==> src/rtl/uart_pkg.sv <==
//------------------------------------------------------------------------------
// Module      : uart_pkg
// Description : Shared constants, register map, bit indices and FSM encodings
//               for the configurable UART (uart_cfg).
// Revision    : 1.0 - initial release
//------------------------------------------------------------------------------
`timescale 1ns/1ps
`default_nettype none

package uart_pkg;

  // Register map (3-bit word address)
  localparam logic [2:0] ADDR_TX     = 3'd0;
  localparam logic [2:0] ADDR_RX     = 3'd1;
  localparam logic [2:0] ADDR_DIV_LO = 3'd2;
  localparam logic [2:0] ADDR_DIV_HI = 3'd3;
  localparam logic [2:0] ADDR_CTRL   = 3'd4;
  localparam logic [2:0] ADDR_STATUS = 3'd5;

  // CTRL reset value: 8 data bits, no parity, 1 stop bit
  localparam logic [7:0] CTRL_RESET = 8'h03;

  // CTRL bit indices ([1:0] hold data bits minus 5)
  localparam int CTRL_PAR_EN   = 2;
  localparam int CTRL_PAR_ODD  = 3;
  localparam int CTRL_TWO_STOP = 4;
  localparam int CTRL_LOOPBACK = 5;
  localparam int CTRL_RX_IE    = 6;
  localparam int CTRL_TX_IE    = 7;

  // STATUS bit indices
  localparam int ST_TX_FULL  = 0;
  localparam int ST_TX_EMPTY = 1;
  localparam int ST_RX_FULL  = 2;
  localparam int ST_RX_EMPTY = 3;
  localparam int ST_FRAME    = 4;
  localparam int ST_PARITY   = 5;
  localparam int ST_OVERRUN  = 6;
  localparam int ST_TX_BUSY  = 7;

  typedef enum logic [2:0] {
    TX_IDLE   = 3'd0,
    TX_START  = 3'd1,
    TX_DATA   = 3'd2,
    TX_PARITY = 3'd3,
    TX_STOP   = 3'd4
  } tx_state_t;

  typedef enum logic [2:0] {
    RX_IDLE   = 3'd0,
    RX_START  = 3'd1,
    RX_DATA   = 3'd2,
    RX_PARITY = 3'd3,
    RX_STOP   = 3'd4
  } rx_state_t;

  // Mask selecting the active data bits for a CTRL[1:0] length code
  function automatic logic [7:0] data_mask(input logic [1:0] len_sel);
    logic [7:0] m;
    case (len_sel)
      2'd0:    m = 8'h1F;
      2'd1:    m = 8'h3F;
      2'd2:    m = 8'h7F;
      default: m = 8'hFF;
    endcase
    return m;
  endfunction

  // Parity bit for a frame: XOR of the active data bits, inverted for odd
  function automatic logic frame_parity(input logic [7:0] data,
                                        input logic [1:0] len_sel,
                                        input logic       odd);
    return (^(data & data_mask(len_sel))) ^ odd;
  endfunction

endpackage

`default_nettype wire

==> src/rtl/uart_fifo.sv <==
//------------------------------------------------------------------------------
// Module      : uart_fifo
// Description : Synchronous show-ahead FIFO. A push on a full FIFO is honoured
//               only when a pop happens in the same cycle; a pop on an empty
//               FIFO is ignored.
// Revision    : 1.0 - initial release
//------------------------------------------------------------------------------
`timescale 1ns/1ps
`default_nettype none

module uart_fifo #(
  parameter int WIDTH = 8,
  parameter int DEPTH = 16
) (
  input  logic             clk,
  input  logic             reset,
  input  logic             push,
  input  logic [WIDTH-1:0] data_in,
  input  logic             pop,
  output logic [WIDTH-1:0] data_out,
  output logic             full,
  output logic             empty
);

  localparam int AW = (DEPTH > 1) ? $clog2(DEPTH) : 1;

  logic [WIDTH-1:0] mem [DEPTH];
  logic [AW-1:0]    wr_ptr;
  logic [AW-1:0]    rd_ptr;
  logic [AW:0]      count;
  logic             do_push;
  logic             do_pop;

  assign full     = (count == (AW+1)'(DEPTH));
  assign empty    = (count == '0);
  assign do_pop   = pop & ~empty;
  assign do_push  = push & (~full | do_pop);
  assign data_out = mem[rd_ptr];

  // Storage array; contents need no reset since the pointers define validity
  always_ff @(posedge clk) begin
    if (do_push) begin
      mem[wr_ptr] <= data_in;
    end
  end

  // Pointer and occupancy tracking
  always_ff @(posedge clk or posedge reset) begin
    if (reset) begin
      wr_ptr <= '0;
      rd_ptr <= '0;
      count  <= '0;
    end else begin
      if (do_push) wr_ptr <= wr_ptr + AW'(1);
      if (do_pop)  rd_ptr <= rd_ptr + AW'(1);
      case ({do_push, do_pop})
        2'b10:   count <= count + (AW+1)'(1);
        2'b01:   count <= count - (AW+1)'(1);
        default: count <= count;
      endcase
    end
  end

endmodule

`default_nettype wire

==> src/rtl/uart_cfg.sv <==
//------------------------------------------------------------------------------
// Module      : uart_cfg
// Description : Configurable UART (5-8 data bits, optional parity, 1/2 stop
//               bits, 16-bit baud divider) with TX/RX FIFOs, 16x oversampled
//               receiver and a Wishbone-style register slave.
//               Optional feature macro: UART_LOOPBACK_EN (CTRL[5] routes TX
//               serial to RX internally and holds tx_bit high).
// Revision    : 1.0 - initial release
//------------------------------------------------------------------------------
`timescale 1ns/1ps
`default_nettype none

module uart_cfg
  import uart_pkg::*;
#(
  parameter int          FIFO_DEPTH  = 16,
  parameter logic [15:0] DIV_DEFAULT = 16'd78,
  parameter int          OVERSAMPLE  = 16
) (
  input  logic       clk,
  input  logic       reset,
  output logic       tx_bit,
  input  logic       rx_bit,
  input  logic [2:0] wb_addr,
  input  logic [7:0] wb_data_in,
  output logic [7:0] wb_data_out,
  input  logic       wb_we,
  input  logic       wb_stb,
  output logic       wb_ack,
  output logic       irq
);

  // Tick index that closes a bit cell, and the start-bit re-check point
  localparam logic [3:0] LAST_TICK = 4'(OVERSAMPLE - 1);
  localparam logic [3:0] MID_TICK  = 4'(OVERSAMPLE / 2 - 1);

  // ---------------------------------------------------------------- bus side
  logic        access, wr_en, rd_en, div_wr, status_clr;
  logic [15:0] div;
  logic [7:0]  ctrl;
  logic [7:0]  status;
  logic [7:0]  rd_data;
  logic        frame_err, parity_err, overrun;
  logic        fe_set, pe_set, ovr_set;

  logic       tx_push, tx_pop, tx_full, tx_empty;
  logic [7:0] tx_fifo_out;
  logic       rx_push, rx_pop, rx_full, rx_empty;
  logic [7:0] rx_fifo_out;

  assign access     = wb_stb & ~wb_ack;
  assign wr_en      = access & wb_we;
  assign rd_en      = access & ~wb_we;
  assign div_wr     = wr_en & ((wb_addr == ADDR_DIV_LO) | (wb_addr == ADDR_DIV_HI));
  assign status_clr = rd_en & (wb_addr == ADDR_STATUS);
  assign tx_push    = wr_en & (wb_addr == ADDR_TX);
  assign rx_pop     = rd_en & (wb_addr == ADDR_RX) & ~rx_empty;

  // Writable configuration registers
  always_ff @(posedge clk or posedge reset) begin
    if (reset) begin
      div  <= DIV_DEFAULT;
      ctrl <= CTRL_RESET;
    end else if (wr_en) begin
      case (wb_addr)
        ADDR_DIV_LO: div[7:0]  <= wb_data_in;
        ADDR_DIV_HI: div[15:8] <= wb_data_in;
        ADDR_CTRL:   ctrl      <= wb_data_in;
        default:     ;
      endcase
    end
  end

  // Read-data multiplexer
  always_comb begin
    rd_data = 8'h00;
    case (wb_addr)
      ADDR_RX:     rd_data = rx_empty ? 8'h00 : rx_fifo_out;
      ADDR_DIV_LO: rd_data = div[7:0];
      ADDR_DIV_HI: rd_data = div[15:8];
      ADDR_CTRL:   rd_data = ctrl;
      ADDR_STATUS: rd_data = status;
      default:     rd_data = 8'h00;
    endcase
  end

  // Registered acknowledge and read data (data is zero outside a read ack)
  always_ff @(posedge clk or posedge reset) begin
    if (reset) begin
      wb_ack      <= 1'b0;
      wb_data_out <= 8'h00;
    end else begin
      wb_ack      <= access;
      wb_data_out <= rd_en ? rd_data : 8'h00;
    end
  end

  // Sticky error flags; a set in the clearing cycle wins over the clear
  always_ff @(posedge clk or posedge reset) begin
    if (reset) begin
      frame_err  <= 1'b0;
      parity_err <= 1'b0;
      overrun    <= 1'b0;
    end else begin
      frame_err  <= fe_set  | (frame_err  & ~status_clr);
      parity_err <= pe_set  | (parity_err & ~status_clr);
      overrun    <= ovr_set | (overrun    & ~status_clr);
    end
  end

  // ---------------------------------------------------------------- baud tick
  logic [15:0] baud_cnt;
  logic        tick;

  assign tick = (baud_cnt == div);

  // Free-running divider counter, restarted by any divider write
  always_ff @(posedge clk or posedge reset) begin
    if (reset) begin
      baud_cnt <= 16'd0;
    end else if (div_wr || tick) begin
      baud_cnt <= 16'd0;
    end else begin
      baud_cnt <= baud_cnt + 16'd1;
    end
  end

  // ---------------------------------------------------------------- FIFOs
  logic [7:0] rx_data;

  uart_fifo #(.WIDTH(8), .DEPTH(FIFO_DEPTH)) u_tx_fifo (
    .clk      (clk),
    .reset    (reset),
    .push     (tx_push),
    .data_in  (wb_data_in),
    .pop      (tx_pop),
    .data_out (tx_fifo_out),
    .full     (tx_full),
    .empty    (tx_empty)
  );

  uart_fifo #(.WIDTH(8), .DEPTH(FIFO_DEPTH)) u_rx_fifo (
    .clk      (clk),
    .reset    (reset),
    .push     (rx_push),
    .data_in  (rx_data),
    .pop      (rx_pop),
    .data_out (rx_fifo_out),
    .full     (rx_full),
    .empty    (rx_empty)
  );

  // ---------------------------------------------------------------- TX FSM
  tx_state_t  tx_state, tx_state_nxt;
  logic [7:0] tx_shift, tx_shift_nxt;
  logic [1:0] tx_len, tx_len_nxt;
  logic       tx_par_en, tx_par_en_nxt;
  logic       tx_par_bit, tx_par_bit_nxt;
  logic       tx_two_stop, tx_two_stop_nxt;
  logic       tx_stop2, tx_stop2_nxt;
  logic [3:0] tx_tick_cnt, tx_tick_cnt_nxt;
  logic [2:0] tx_bit_cnt, tx_bit_cnt_nxt;
  logic       tx_line, tx_line_nxt;
  logic       tx_busy;

  assign tx_busy = (tx_state != TX_IDLE);

  // TX state and datapath registers; idle line is high
  always_ff @(posedge clk or posedge reset) begin
    if (reset) begin
      tx_state    <= TX_IDLE;
      tx_shift    <= 8'h00;
      tx_len      <= 2'd3;
      tx_par_en   <= 1'b0;
      tx_par_bit  <= 1'b0;
      tx_two_stop <= 1'b0;
      tx_stop2    <= 1'b0;
      tx_tick_cnt <= 4'd0;
      tx_bit_cnt  <= 3'd0;
      tx_line     <= 1'b1;
    end else begin
      tx_state    <= tx_state_nxt;
      tx_shift    <= tx_shift_nxt;
      tx_len      <= tx_len_nxt;
      tx_par_en   <= tx_par_en_nxt;
      tx_par_bit  <= tx_par_bit_nxt;
      tx_two_stop <= tx_two_stop_nxt;
      tx_stop2    <= tx_stop2_nxt;
      tx_tick_cnt <= tx_tick_cnt_nxt;
      tx_bit_cnt  <= tx_bit_cnt_nxt;
      tx_line     <= tx_line_nxt;
    end
  end

  // TX next-state logic; frames start on a tick so every bit cell is exactly
  // OVERSAMPLE ticks long
  always_comb begin
    tx_state_nxt    = tx_state;
    tx_shift_nxt    = tx_shift;
    tx_len_nxt      = tx_len;
    tx_par_en_nxt   = tx_par_en;
    tx_par_bit_nxt  = tx_par_bit;
    tx_two_stop_nxt = tx_two_stop;
    tx_stop2_nxt    = tx_stop2;
    tx_tick_cnt_nxt = tx_tick_cnt;
    tx_bit_cnt_nxt  = tx_bit_cnt;
    tx_pop          = 1'b0;
    case (tx_state)
      TX_IDLE: begin
        if (tick && !tx_empty) begin
          tx_pop          = 1'b1;
          tx_shift_nxt    = tx_fifo_out;
          tx_len_nxt      = ctrl[1:0];
          tx_par_en_nxt   = ctrl[CTRL_PAR_EN];
          tx_par_bit_nxt  = frame_parity(tx_fifo_out, ctrl[1:0], ctrl[CTRL_PAR_ODD]);
          tx_two_stop_nxt = ctrl[CTRL_TWO_STOP];
          tx_tick_cnt_nxt = 4'd0;
          tx_state_nxt    = TX_START;
        end
      end
      TX_START: begin
        if (tick) begin
          tx_tick_cnt_nxt = tx_tick_cnt + 4'd1;
          if (tx_tick_cnt == LAST_TICK) begin
            tx_bit_cnt_nxt = 3'd0;
            tx_state_nxt   = TX_DATA;
          end
        end
      end
      TX_DATA: begin
        if (tick) begin
          tx_tick_cnt_nxt = tx_tick_cnt + 4'd1;
          if (tx_tick_cnt == LAST_TICK) begin
            // {1, len} is the index of the last data bit (4..7)
            if (tx_bit_cnt == {1'b1, tx_len}) begin
              tx_stop2_nxt = 1'b0;
              tx_state_nxt = tx_par_en ? TX_PARITY : TX_STOP;
            end else begin
              tx_bit_cnt_nxt = tx_bit_cnt + 3'd1;
              tx_shift_nxt   = {1'b0, tx_shift[7:1]};
            end
          end
        end
      end
      TX_PARITY: begin
        if (tick) begin
          tx_tick_cnt_nxt = tx_tick_cnt + 4'd1;
          if (tx_tick_cnt == LAST_TICK) begin
            tx_state_nxt = TX_STOP;
          end
        end
      end
      TX_STOP: begin
        if (tick) begin
          tx_tick_cnt_nxt = tx_tick_cnt + 4'd1;
          if (tx_tick_cnt == LAST_TICK) begin
            if (tx_two_stop && !tx_stop2) begin
              tx_stop2_nxt = 1'b1;
            end else begin
              tx_state_nxt = TX_IDLE;
            end
          end
        end
      end
      default: tx_state_nxt = TX_IDLE;
    endcase

    // Serial level registered alongside the state it belongs to
    case (tx_state_nxt)
      TX_START:  tx_line_nxt = 1'b0;
      TX_DATA:   tx_line_nxt = tx_shift_nxt[0];
      TX_PARITY: tx_line_nxt = tx_par_bit_nxt;
      default:   tx_line_nxt = 1'b1;
    endcase
  end

  // ---------------------------------------------------------------- RX input
  logic rx_sync1, rx_sync2, rx_in;

  // Two-flop synchroniser for the asynchronous serial input
  always_ff @(posedge clk or posedge reset) begin
    if (reset) begin
      rx_sync1 <= 1'b1;
      rx_sync2 <= 1'b1;
    end else begin
      rx_sync1 <= rx_bit;
      rx_sync2 <= rx_sync1;
    end
  end

`ifdef UART_LOOPBACK_EN
  assign rx_in  = ctrl[CTRL_LOOPBACK] ? tx_line : rx_sync2;
  assign tx_bit = ctrl[CTRL_LOOPBACK] ? 1'b1 : tx_line;
`else
  assign rx_in  = rx_sync2;
  assign tx_bit = tx_line;
`endif

  // ---------------------------------------------------------------- RX FSM
  rx_state_t  rx_state, rx_state_nxt;
  logic [7:0] rx_data_nxt;
  logic [1:0] rx_len, rx_len_nxt;
  logic       rx_par_en, rx_par_en_nxt;
  logic       rx_par_odd, rx_par_odd_nxt;
  logic       rx_par_bad, rx_par_bad_nxt;
  logic [3:0] rx_tick_cnt, rx_tick_cnt_nxt;
  logic [2:0] rx_bit_cnt, rx_bit_cnt_nxt;

  // RX state and datapath registers
  always_ff @(posedge clk or posedge reset) begin
    if (reset) begin
      rx_state    <= RX_IDLE;
      rx_data     <= 8'h00;
      rx_len      <= 2'd3;
      rx_par_en   <= 1'b0;
      rx_par_odd  <= 1'b0;
      rx_par_bad  <= 1'b0;
      rx_tick_cnt <= 4'd0;
      rx_bit_cnt  <= 3'd0;
    end else begin
      rx_state    <= rx_state_nxt;
      rx_data     <= rx_data_nxt;
      rx_len      <= rx_len_nxt;
      rx_par_en   <= rx_par_en_nxt;
      rx_par_odd  <= rx_par_odd_nxt;
      rx_par_bad  <= rx_par_bad_nxt;
      rx_tick_cnt <= rx_tick_cnt_nxt;
      rx_bit_cnt  <= rx_bit_cnt_nxt;
    end
  end

  // RX next-state logic: detect low at a tick, confirm at mid start bit,
  // then sample once per bit cell
  always_comb begin
    rx_state_nxt    = rx_state;
    rx_data_nxt     = rx_data;
    rx_len_nxt      = rx_len;
    rx_par_en_nxt   = rx_par_en;
    rx_par_odd_nxt  = rx_par_odd;
    rx_par_bad_nxt  = rx_par_bad;
    rx_tick_cnt_nxt = rx_tick_cnt;
    rx_bit_cnt_nxt  = rx_bit_cnt;
    rx_push         = 1'b0;
    fe_set          = 1'b0;
    pe_set          = 1'b0;
    case (rx_state)
      RX_IDLE: begin
        if (tick && !rx_in) begin
          rx_data_nxt     = 8'h00;
          rx_len_nxt      = ctrl[1:0];
          rx_par_en_nxt   = ctrl[CTRL_PAR_EN];
          rx_par_odd_nxt  = ctrl[CTRL_PAR_ODD];
          rx_par_bad_nxt  = 1'b0;
          rx_tick_cnt_nxt = 4'd0;
          rx_state_nxt    = RX_START;
        end
      end
      RX_START: begin
        if (tick) begin
          rx_tick_cnt_nxt = rx_tick_cnt + 4'd1;
          if (rx_tick_cnt == MID_TICK) begin
            rx_tick_cnt_nxt = 4'd0;
            rx_bit_cnt_nxt  = 3'd0;
            rx_state_nxt    = rx_in ? RX_IDLE : RX_DATA;
          end
        end
      end
      RX_DATA: begin
        if (tick) begin
          rx_tick_cnt_nxt = rx_tick_cnt + 4'd1;
          if (rx_tick_cnt == LAST_TICK) begin
            rx_data_nxt[rx_bit_cnt] = rx_in;
            if (rx_bit_cnt == {1'b1, rx_len}) begin
              rx_state_nxt = rx_par_en ? RX_PARITY : RX_STOP;
            end else begin
              rx_bit_cnt_nxt = rx_bit_cnt + 3'd1;
            end
          end
        end
      end
      RX_PARITY: begin
        if (tick) begin
          rx_tick_cnt_nxt = rx_tick_cnt + 4'd1;
          if (rx_tick_cnt == LAST_TICK) begin
            rx_par_bad_nxt = (rx_in != frame_parity(rx_data, rx_len, rx_par_odd));
            rx_state_nxt   = RX_STOP;
          end
        end
      end
      RX_STOP: begin
        if (tick) begin
          rx_tick_cnt_nxt = rx_tick_cnt + 4'd1;
          if (rx_tick_cnt == LAST_TICK) begin
            rx_push      = 1'b1;
            fe_set       = ~rx_in;
            pe_set       = rx_par_bad;
            rx_state_nxt = RX_IDLE;
          end
        end
      end
      default: rx_state_nxt = RX_IDLE;
    endcase
  end

  // A push into a full FIFO is lost unless the bus pops in the same cycle
  assign ovr_set = rx_push & rx_full & ~rx_pop;

  // ---------------------------------------------------------------- status
  assign status = {tx_busy, overrun, parity_err, frame_err,
                   rx_empty, rx_full, tx_empty, tx_full};

  assign irq = (~rx_empty & ctrl[CTRL_RX_IE]) | (tx_empty & ctrl[CTRL_TX_IE]);

endmodule

`default_nettype wire

==> config.mk <==
export PLATFORM = sky130hd
export DESIGN_NAME = uart_cfg
export DESIGN_NICKNAME = d
export VERILOG_FILES = /design/src/rtl/uart_pkg.sv /design/src/rtl/uart_fifo.sv /design/src/rtl/uart_cfg.sv
export SDC_FILE = /design/constraint.sdc
export NUM_CORES = 1
export LEC_CHECK = 0
export ABC_AREA = 1
export CAP_MARGIN = 20
export CORE_MARGIN = 5
export CORE_UTILIZATION = 40
export DETAILED_ROUTE_END_ITERATION = 8
export PLACE_DENSITY_LB_ADDON = 0.25
export SYNTH_ARGS = -nofsm -noshare
export SYNTH_HDL_FRONTEND = slang
export SYNTH_SLANG_ARGS = --single-unit
==> constraint.sdc <==
create_clock -name clk -period 13.61 [get_ports clk]
set_input_delay 3.4025 -clock clk [delete_from_list [all_inputs] [get_ports clk]]
set_output_delay 3.4025 -clock clk [all_outputs]
set_load 0.02 [all_outputs]
# Word-level counts from Yosys, hierarchy flattened
# Memory sizes are Yosys's and may differ from the RTL's.
# Cells that the tools add are included.
# W data, S select, Z words.
op_classes:
  eq_ne: 56
  n_mux: 100
  order_cmp: 2
  n_addsub: 13
  bitwise_logic: 39
  reduce_logical: 44
op_table:
  columns: ["op", "count"]
  rows:
  - ["$mux W8", 14]
  - ["$mux W3", 33]
  - ["$pmux W8 S3", 2]
  - ["$ne A2 B2 Y1 const B", 21]
  - ["$pmux W8 S5", 1]
  - ["$pmux W8 S2", 2]
  - ["$pmux W3 S5", 2]
  - ["$mux W1", 27]
  - ["$add A4 B1 Y4 const B", 6]
  - ["$eq A3 B2 Y1 const B", 8]
  - ["$mux W4", 6]
  - ["$pmux W5 S2", 2]
  - ["$and A1 B1 Y1", 19]
  - ["$reduce_bool A2 Y1", 9]
  - ["$add A16 B1 Y16 const B", 1]
  - ["$and A8 B8 Y8", 2]
  - ["$eq A16 B16 Y1", 1]
  - ["$mux W16", 1]
  - ["$reduce_xor A8 Y1", 2]
  - ["$eq A3 B1 Y1 const B", 4]
  - ["$eq A3 B3 Y1 const B", 4]
  - ["$pmux W3 S2", 2]
  - ["$pmux W4 S3", 1]
  - ["$reduce_and A4 Y1", 3]
  - ["other kinds (37)", 81]
totals:
  inputBits: 16
  output_inout_bits: 11
  ram_bits: 256
  word_cells: 292
  regBits: 128
  n_memories: 2
memory_table:
  columns: ["memory", "words", "width", "read_ports", "rd_clocked_by_memory_dff", "write_ports", "line_no", "source"]
  rows:
  - ["u_rx_fifo.mem", 16, 8, 1, 0, 1, "uart_fifo.sv:27", "logic [WIDTH-1:0] mem [DEPTH];"]
  - ["u_tx_fifo.mem", 16, 8, 1, 0, 1, "uart_fifo.sv:27", null]

# Logic depth before layout (Yosys ltp)
logic_depth:
  word_depth: 12
  mapped_depth: 21
  ltp_nobuf: 20

# Modules after synthesis
# A second synthesis with hierarchy kept.
hier_totals:
  hier_cells: 1699
  hier_area_um2: 17361.7
by_module_without_submodules:
  columns: ["mod", "cells_each", "area_per_inst_um2", "n_inst"]
  rows:
  - ["uart_fifo (u_rx_fifo)", 479, 5924.4, 1]
  - ["uart_fifo (u_tx_fifo)", 478, 5895.7, 1]
  - ["uart_cfg", 742, 5541.6, 1]

# Worst setup path after synthesis
# Ideal clock, no wire load.
synth_timing:
  path_kind: "input to register"
  from: "input wb_addr[1]"
  to: "register u_rx_fifo.count[4]"
  path_stages: 15
  path_slack_ps: 7900
  required_time_ps: 13485
  arrival_time_ps: 5585
  path_cell_list: "nor3_1 -> nand2_1 -> nor2_2 -> inv_1 -> a21oi_4 -> inv_1 -> ha_1 -> ha_1 -> nand2_1 -> nor2_1 -> a211oi_1 -> nand2_1 -> nand2_1 -> nor2_1 -> xor2_1"
synth_between:
  elab_chain_len: 8
  elab_cells_between_ends: 10
  classes_between: "eq/ne (3); mux (1); bitwise (5); reduce/logical (1)"
synth_lines:
  columns: ["element", "line_no", "source"]
  rows:
  - ["from (decl)", "uart_cfg.sv:24", "input logic [2:0] wb_addr,"]
  - ["$eq A3 B1 Y1 (*)", "uart_cfg.sv:57", "assign rx_pop = rd_en & (wb_addr == ADDR_RX) & ~rx_empty;"]
  - ["$and A1 B1 Y1 (*) (2 in a row)", "uart_cfg.sv:57", null]
  - ["$and A1 B1 Y1 (*)", "uart_fifo.sv:36", "assign do_pop = pop & ~empty;"]
  - ["via u_rx_fifo.do_pop", "uart_fifo.sv:32", "logic do_pop;"]
  - ["$or A1 B1 Y1", "uart_fifo.sv:37", "assign do_push = push & (~full | do_pop);"]
  - ["$and A1 B1 Y1", "uart_fifo.sv:37", null]
  - ["$eq A2 B1 Y1 / $eq A2 B2 Y1 (equally long branches)", "uart_fifo.sv:56", "case ({do_push, do_pop})"]
  - ["$pmux W5 S2 / $reduce_bool A2 Y1 (equally long branches)", null, null]
  - ["to (signal assigned)", "uart_fifo.sv:57", "2'b10: count <= count + (AW+1)'(1);"]
  - ["to (signal assigned)", "uart_fifo.sv:58", "2'b01: count <= count - (AW+1)'(1);"]
  - ["to (signal assigned)", "uart_fifo.sv:59", "default: count <= count;"]
  - ["to (decl)", "uart_fifo.sv:30", "logic [AW:0] count;"]
# The timed path passes the listed nets; every way through them passes the cells marked *.
# A chain may end at the register's enable or synchronous reset.

# Final worst setup path
layout_timing:
  from: "input wb_addr[0]"
  to: "register u_rx_fifo.count[4]"
# The elaborated chain is that of the path after synthesis.

==> results.sh <==
export IMPL_dpl_cell_area_um2=17900
export IMPL_synth_edf_count=256
export IMPL_p_clk_share_pct=37.5
export IMPL_grt_pass1_wl_um=66500
export IMPL_start_util_pct=40.2
export IMPL_startpoint_type="primary input"
export IMPL_cap_violations=0
export IMPL_core_um2=42800
export IMPL_drv_slew=0
export IMPL_hold_path_class="reg2reg"
export IMPL_cpPeakStageDelay_ns=0.51
export IMPL_power_frac_comb_pct=16.4
export IMPL_cp_end_kind="flop"
export IMPL_io_pin_count=27
export IMPL_synth_flop_cell="edfxtp_1"
export IMPL_drt_iter0_markers=918
export IMPL_layout_nets=1746
export IMPL_worst_pin_slew_ns=1.08
export IMPL_grt_antenna_before_repair=0
export IMPL_track_usage_pct=17.8
export IMPL_cp_required_ns=14.05
export IMPL_final_core_util_pct=45.1
export IMPL_layout_drive_gt1_share_pct=6.72
export IMPL_layout_commonest_cell="nand2_1"
export IMPL_area_growth_syn_to_layout_pct=12.2
export IMPL_cts_buffers=43
export IMPL_diodes=0
export IMPL_synth_area_per_cell_um2=10.2
export IMPL_routed_via_count=12100
export IMPL_cts_root_buf="clkbuf_16"
export IMPL_critPathArrivalTime_ns=6.74
export IMPL_slowest_stage="clkdlybuf4s50_1"
export IMPL_power_switching_uw=856
export IMPL_final_cell_area_um2=19300
export IMPL_cts_buffer_depth=3
export IMPL_clkTransAtPathRegs_ns=0.06
export IMPL_power_frac_seq_pct=46.1
export IMPL_hold_violations=0
export IMPL_path_class="in2reg"
export IMPL_synth_yosys_seq_area_share_pct=63.4
export IMPL_cts_sinks=384
export IMPL_die_h_um=217
export IMPL_place_gp_congestion=0.858
export IMPL_cts_resized_gates=0
export IMPL_ys_ff_latch=384
export IMPL_via_per_inst=5.27
export IMPL_yosysTopAreaCellShare_pct=44.7
export IMPL_synthArstFlopShare_pct=33.3
export IMPL_hold_buffers=0
export IMPL_fin_skew_ns=0.0182
export IMPL_wl_per_cell_um=18.4
export IMPL_hpwl_um=27600
export IMPL_power_density_nw_per_um2=152
export IMPL_grt_setup_unrepaired="false"
export IMPL_netlist_area_um2=17200
export IMPL_path_max_fanout=10
export IMPL_instances_no_fill=2286
export IMPL_grt_max_degree=70
export IMPL_htree_levels=2
export IMPL_final_period_utilization_pct=46.3
export IMPL_drtAntennaViolNets=0
export IMPL_dieArea_um2=47200
export IMPL_maxSlewHeadroom_pct=27.9
export IMPL_synth_cells=1684
export IMPL_synth_top_area_cell="edfxtp_1"
export IMPL_drt_first_pass_iters=5
export IMPL_max_clock_freq_ghz=0.159
export IMPL_synth_warnings=0
export IMPL_p_sw_share_pct=29.2
export IMPL_cell_internal_pwr_uw=2080
export IMPL_period_needed_ns=6.30
export IMPL_fin_setup_tns_ns=0
export IMPL_drc_errors=0
export IMPL_cts_setup_buffers=0
export IMPL_overflow=0
export IMPL_path_common_cell="nand2_1"
export IMPL_worstPathCellList="clkdlybuf4s50_1 -> inv_1 -> nor3_1 -> nand2_1 -> nor2_2 -> inv_1 -> a21oi_4 -> inv_1 -> ha_1 -> ha_1 -> nand2_1 -> nor2_1 -> a211oi_1 -> nand2_1 -> nand2_1 -> nor2_1 -> xor2_1"
export IMPL_syn_nets=1725
export IMPL_grt_pass1_vias=12000
export IMPL_insertion_delay_ns=0.56
export IMPL_die_x_um=217
export IMPL_report_final_setup_viol=0
export IMPL_status="complete, no violations"
export IMPL_synth_area_leaders="edfxtp_1 (45%), dfrtp_1 (17%), nand2_1 (7.2%), nor2_1 (4.3%), o21ai_0 (4.1%)"
export IMPL_placed_cells=2204
export IMPL_final_cell_mix="nand2_1 (332), edfxtp_1 (256), nor2_1 (199), inv_1 (165), o21ai_0 (141)"
export IMPL_cts_tree="done"
export IMPL_drt_wl_total_um=42000
export IMPL_placementRows=76
export IMPL_synthDistinctLibCells=50
export IMPL_vdd_drop_max_uv=101
export IMPL_port_buffers=26
export IMPL_p_leak_uw=0.00761
cell usage after synthesis, types with 2 or more instances:
cell / count
a32o_1: 7
nor2_2: 4
inv_2: 4
inv_1: 166
nand3b_1: 2
and3_1: 7
mux2_2: 6
buf_4: 3
buf_1: 3
fa_1: 2
buf_2: 19
nor3_1: 24
o22ai_1: 17
a22o_1: 3
clkbuf_1: 31
nand2_2: 3
dfrtp_1: 115
nand3_1: 110
buf_6: 2
a21oi_1: 67
a31oi_1: 9
nand2_1: 332
xnor2_1: 17
mux2i_1: 3
clkinv_1: 5
nor3b_1: 5
xor2_1: 22
nor2_1: 199
o21ai_1: 2
o211ai_1: 8
edfxtp_1: 256
nor4_1: 4
o31ai_1: 4
ha_1: 23
o21a_1: 2
or2_2: 4
o21ai_0: 141
dfstp_2: 13
nand4_1: 10
o221ai_1: 20
flip-flops by register name (all words and copies together) (netlist names), 5 cells and up:
name             cells
baud_cnt            16
u_tx_fifo.mem      128
u_rx_fifo.mem      128
u_rx_fifo.count      5
u_tx_fifo.count      5
ctrl                 8
div                 16
wb_data_out          8
rx_data              8
tx_shift             8
worst max-delay path, delay by kind of cell:
family | cells | cell delay [ns]
simple gates | 8 | 1.29
fa+ha+maj | 2 | 0.59
xor+xnor | 1 | 0.13
compound gates | 2 | 0.52
buf+inv | 4 | 0.81
stage by stage:
step	setup slack (ns)	total power [uW]	hold WS (ns)
finish	7.31	2930	0.357
global route	7.03	3070	0.362
CTS	7.21	2960	0.360
detailed placement	6.76	1850	0.351
global placement	6.79	1840	0.347
floorplan	6.82	1700	0.345
worst paths after layout:
path	startpoint	to	slack, ns	cells after the start
min in group asynchronous	reset	rx_data[4]$_DFFE_PP0P_	3.37	2
setup reg to reg	div[1]$_DFFE_PP1P_	u_tx_fifo.mem[1][3]$_DFFE_PP_	9.27	9
max in group asynchronous	reset	u_rx_fifo.rd_ptr[0]$_DFFE_PP0P_	8.90	3
hold reg to reg	rx_sync1$_DFF_PP1_	rx_in$_DFF_PP1_	0.36	0
setup / recovery	wb_addr[0]	u_rx_fifo.count[4]$_DFFE_PP0P_	7.31	17
hold / removal	rx_sync1$_DFF_PP1_	rx_in$_DFF_PP1_	0.36	0
layer usage:
metal	share of wire [%]	track usage [%]	vias to the layer above
met5	0	0	-
met4	2.6	4.99	0
met3	6.3	3.44	68
met2	46	28.0	347
met1	46	25.4	5844
li1	-	-	5795
power by group through the flow:
stage | logic [uW] | clock network (uW) | registers, uW
2_1_floorplan | 353 | 0 | 1350
5_1_grt | 540 | 1170 | 1360
3_5_place_dp | 479 | 0 | 1370
6_report | 480 | 1100 | 1350
4_1_cts | 480 | 1120 | 1350
3_3_place_gp | 470 | 0 | 1370
cell families (layout without fill, tap and decap cells):
group,count (synthesis),after routing,share of synthesized area (%)
muxes,9,9,0.567
adders and majority gates,25,25,1.91
buffers and inverters,233,289,5.38
DFF,384,384,63.4
xor gates and xnor gates,39,39,1.99
and+or+nand+nor,705,705,17.0
AOI/OAI and AO/OA,289,289,9.73
cell type report:
class / instances / area (um^2)
clock buffers: 57 / 1150
clock inverters: 23 / 193
fillers: 3977 / 23500
inverters: 175 / 662
multi-input cells: 1067 / 5370
flip-flops and latches: 384 / 10900
well taps: 546 / 683
repair buffers: 34 / 333
Power figures use the tool's default switching activity.
